`src/rtl/forward.sv`:
```
// -----------------------------------------------------------------------------
// forward -- forward/mov unit of the 8-bit processor ALU.
//
// The operand data2 is presented unchanged on result with zero latency; the
// forward path has no clock or reset dependence. Alongside it, a clocked
// observation path registers the operand, flags when the live operand differs
// from the registered copy, and keeps a saturating count of the edges on
// which that flag was high. The observation path never feeds result.
//
// Optional feature macro: FORWARD_ZERO_FLAG_EN adds the combinational zero
// output (high when result == 0).
//
// Parameters:
//   WIDTH        operand / result width
//   CNT_WIDTH    change counter width
//
// Ports:
//   clk           in   clock, observation path updates on rising edge
//   rst_n         in   asynchronous active-low reset (observation path only)
//   data2         in   operand to forward
//   result        out  forwarded operand, combinational
//   data2_q       out  registered copy of data2
//   changed       out  data2 != data2_q, combinational
//   change_count  out  saturating count of edges with changed high
//   zero          out  result == 0 (only with FORWARD_ZERO_FLAG_EN)
// -----------------------------------------------------------------------------
module forward #(
    parameter int WIDTH     = 8,
    parameter int CNT_WIDTH = 8
) (
    input  logic                 clk,
    input  logic                 rst_n,
    input  logic [WIDTH-1:0]     data2,
    output logic [WIDTH-1:0]     result,
    output logic [WIDTH-1:0]     data2_q,
    output logic                 changed,
`ifdef FORWARD_ZERO_FLAG_EN
    output logic [CNT_WIDTH-1:0] change_count,
    output logic                 zero
`else
    output logic [CNT_WIDTH-1:0] change_count
`endif
);

    // Increment that sticks at all-ones instead of wrapping.
    function automatic logic [CNT_WIDTH-1:0] sat_inc(input logic [CNT_WIDTH-1:0] v);
        if (&v)
            return v;
        else
            return v + 1'b1;
    endfunction

    // Forward path: plain wire, so X/Z on data2 reaches result untouched.
    assign result  = data2;

    assign changed = (data2 != data2_q);

`ifdef FORWARD_ZERO_FLAG_EN
    assign zero = (result == '0);
`endif

    // ---- stage p0 -> p1: registered operand and change counter ----
    always_ff @(posedge clk or negedge rst_n) begin
        if (!rst_n) begin
            data2_q      <= '0;
            change_count <= '0;
        end else begin
            data2_q <= data2;
            if (changed)
                change_count <= sat_inc(change_count);
        end
    end

endmodule

```
`config.mk`:
```
export PLATFORM = sky130hd
export DESIGN_NAME = forward
export DESIGN_NICKNAME = d
export VERILOG_FILES = /design/src/rtl/forward.sv
export SDC_FILE = /design/constraint.sdc
export NUM_CORES = 1
export LEC_CHECK = 0
export ABC_AREA = 1
export BUFFER_PORTS_ARGS = -buffer_cell sky130_fd_sc_hd__buf_4
export CAP_MARGIN = 20
export CORE_MARGIN = 4
export CORE_UTILIZATION = 50
export DETAILED_ROUTE_END_ITERATION = 6
export GPL_TIMING_DRIVEN = 0
export PLACE_DENSITY = 0.84
export SLEW_MARGIN = 25
export SYNTH_ARGS = -nofsm -noshare
export SYNTH_HDL_FRONTEND = slang
export SYNTH_SLANG_ARGS = --single-unit
```
`constraint.sdc`:
```
create_clock -name clk -period 4.35 [get_ports clk]
set_clock_uncertainty 0.2 [all_clocks]
set_input_delay 0.6525 -clock clk [delete_from_list [all_inputs] [get_ports clk]]
set_output_delay 0.6525 -clock clk [all_outputs]
set_load 0.03 [all_outputs]
```
### Word level (Yosys, flattened, before mapping)

Cells that the tools add are included.

| operators by class | value |
|---|---|
| add/subtract/negate cells | 1 |
| equality and inequality tests | 1 |
| bitwise operators | 1 |
| reduce and logical (&&, ||, !) cells | 2 |

Operators with widths:

| cell | count |
|---|---|
| adder 8 x 1 -> 8 bit, second input constant | 1 |
| != test 8 bit | 1 |
| AND reduction 8 bit | 1 |
| AND reduction 2 bit | 1 |
| inverter 1 bit | 1 |

| word-level totals | value |
|---|---|
| flip-flop bits (word level) | 16 |
| output and inout bits | 25 |
| logic and storage cells | 7 |

### Longest topological paths before layout

| depth | value |
|---|---|
| depth in word-level cells | 3 |
| depth in mapped cells | 9 |
| mapped depth without buffers | 9 |

### Worst setup path after synthesis

OpenSTA, ideal clock, no wires.

| path | value |
|---|---|
| path kind | input to output |
| start point | input data2[0] |
| end point | output changed |
| data arrival time | 1.111 ns |
| data required time | 3.497 ns |
| slack | 2.387 ns |
| stages | 4 |
| cell sequence | xnor2_1 nand2_1 nor2_2 nand2_4 |

| on the way | value |
|---|---|
| longest elaborated chain between the ends | 1 |

Ends and longest elaborated chain:

| item | RTL line | text |
|---|---|---|
| start: declaration | 33 | `input logic [WIDTH-1:0] data2,` |
| != test 8 bit | 56 | `assign changed = (data2 != data2_q);` |
| end: declaration | 36 | `output logic changed,` |

Every way passes these cells.

### Worst setup path in the final report

| path | value |
|---|---|
| start point | input data2[7] |
| end point | output changed |

The elaborated chain is that of the path after synthesis.

==> qor.csv <==
metric;value;unit
drt wl/cell;12.1;um
Final Core Density;0.756;
XOR/XNOR Fraction of Synth Area;0.101;
RSZ-0062 raised after global routing;false;
status;complete, no violations;
routability cong.;0.820;
Leakage;0.000669;uW
Data required, critical path;3.50;ns
vias per cell;4.91;
number of gates resized after cts;0;
pin count of the biggest net entering global routing;17;
post-layout net count;152;
critical path's top delay family;simple AND/OR/NAND/NOR gates;
buffers and inverters on the worst path;2;
total core area;1580;um^2
# setup viols final;0;
Clock Tree Buf Depth;2;
commonest non-fill, non-tap cell in the layout;buf_4;
wire length of the first global-routing pass;3310;um
PD cells;537;nW/um^2
end of the worst hold path;data2_q[0];
DRT Wirelength;1890;um
fin crit share;0.530;
Critical Path Sink Type;output pin;
Worst Slack Setup Final;2.04;ns
pre-CTS WS;2.04;ns
GR Overflow Total;0;
multiplexer share of the synthesized area;0;
crit-path cells;buf_4 > xnor2_1 > nand2_1 > nor2_2 > nand2_4 > buf_4;
Max-Cap Viols;0;
hold path depth;1;
IO buf count;34;
area delta synth->final;36.9;%
Post-Synth Adder-Cell Area;0.0144;
Antenna diodes;0;
post-DP HPWL;1470;um
DR iter-0 viols;10;
Synth Instances;101;
First-pass DRT Iterations;4;
number of global-route vias before repair;783;
CTS tree;yes;
DRC;0;
Final Hold Viols;0;
synthesized area;871;um^2
Die ar.;2470;um^2
Worst-path clk slew;0.10;ns
Mapped Nets;112;
area share of and/or/nand/nor cells after synthesis;0.309;
Worst Max-Slew Pin Slew;0.216;ns
Setup CP Type;in -> out;
Total GRT Usage;0.169;
Starting Density;0.552;
initial antenna violation count;0;
Cell variety after synth;16;
critical path's most frequent cell;buf_4;
post-synthesis sequential area ratio;0.460;
Mean Syn Cell Area;8.62;um^2
Die Height;49.7;um
RR Endpoint;change_count[6];
commonest non-fill, non-tap cells in the layout;buf_4, nand2_1, dfrtp_1;
TritonCTS Buffers;3;
Clock Latency Late Sink;0.29;ns
hold path start;data2[0];
hold slack;0.286;ns
num rows;14;
Final min period;2.31;ns
reg-to-reg startpoint;change_count[0];
#FFs+latches synth;16;
reg2reg path depth;8;
Worst path slowest cell;buf_4;
Yosys Warn Count;0;
CP Data Arrival Time;1.45;ns
Die Width;49.7;um
Setup TNS Final;0;ns
Worst Path Max Fanout;10;
placed cell count;151;
share of cells above drive strength 1;0.400;
Tightest Hold Check Type;in -> reg;
reg2reg setup slack;2.85;ns
CTS Sinks;16;
Synth Area in Compound Gates;0;
CTS root buffer;clkbuf_4;
slew margin rel.;0.856;
largest family of logic cells by synthesized area;simple AND/OR/NAND/NOR gates;
max-slew violation count;0;
fmax;433;MHz
slowest stage delay, CP;0.19;ns
DRT antenna net count;0;
detailed-route via count;766;
startpoint class of the critical path;input port;
peak supply drop;0.000413;V
# IOs;35;
filler-free cell count of the finished design;156;
# H-tree levels;1;
## cell type report
type                    count  area, um^2
plain buffers               8        60.1
clock buffers               4        36.3
fillers                   118         384
inverters                  11        41.3
multi-input cells          66         369
flip-flops and latches     16         400
well taps                  16        20.0
repair buffers             35         265
## power breakdown
group	leakage [uW]	internal (uW)	switching (uW)
combinational	0.000459	125	183
sequential	0.000189	186	46.9
clock	0.0000210	51.0	49.4
total	0.000669	362	279
## worst max-delay path by stage
stage / start / endpoint / slack (ns) / depth (start not counted)
after CTS: data2[7] / changed / 2.04 / 6
after global placement: data2[0] / changed / 2.07 / 6
after global routing: data2[7] / changed / 1.96 / 6
final: data2[7] / changed / 2.04 / 6
after detailed placement: data2[7] / changed / 2.04 / 6
after floorplan: data2[0] / changed / 2.39 / 4
## flip-flops by register name, indices dropped and copies added, names as in the netlist
name / cells
change_count: 8
data2_q: 8
## synth_stat cells (all sizes together)
cell / instances / area [um^2]
or2: 1 / 6.26
nand3: 10 / 62.6
buf: 8 / 60.1
dfrtp: 16 / 400
nor2: 6 / 37.5
nand2: 38 / 163
xnor2: 6 / 52.6
inv: 11 / 41.3
ha: 1 / 12.5
xor2: 4 / 35.0
## metal layers
metal	vias up	global-route usage	part of all wire
li1	380	-	-
met1	367	0.195	0.40
met2	17	0.313	0.55
met3	2	0.0392	0.044
met4	0	0.0369	0.0042
met5	-	0	0
## metrics by stage
step                      power, uW  instance area (um^2)
after global routing            690                  1190
after global placement          534                  1150
after detailed placement        544                  1150
final                           641                  1190
after CTS                       646                  1180
after floorplan                 442                   871
## cells by family (layout without fill, tap and decap cells)
group / after synthesis / in the layout
flip-flops: 16 / 16
buffers and inverters: 19 / 58
AND/OR/NAND/NOR: 55 / 55
adder cells (fa/ha/maj): 1 / 1
XOR/XNOR: 10 / 10
## what timing repair did
action	in CTS	in global routing
buffers inserted	0	0
hold buffers	0	1
endpoints found under the hold margin	0	9
Note: power is estimated with default switching activity, not from simulation.
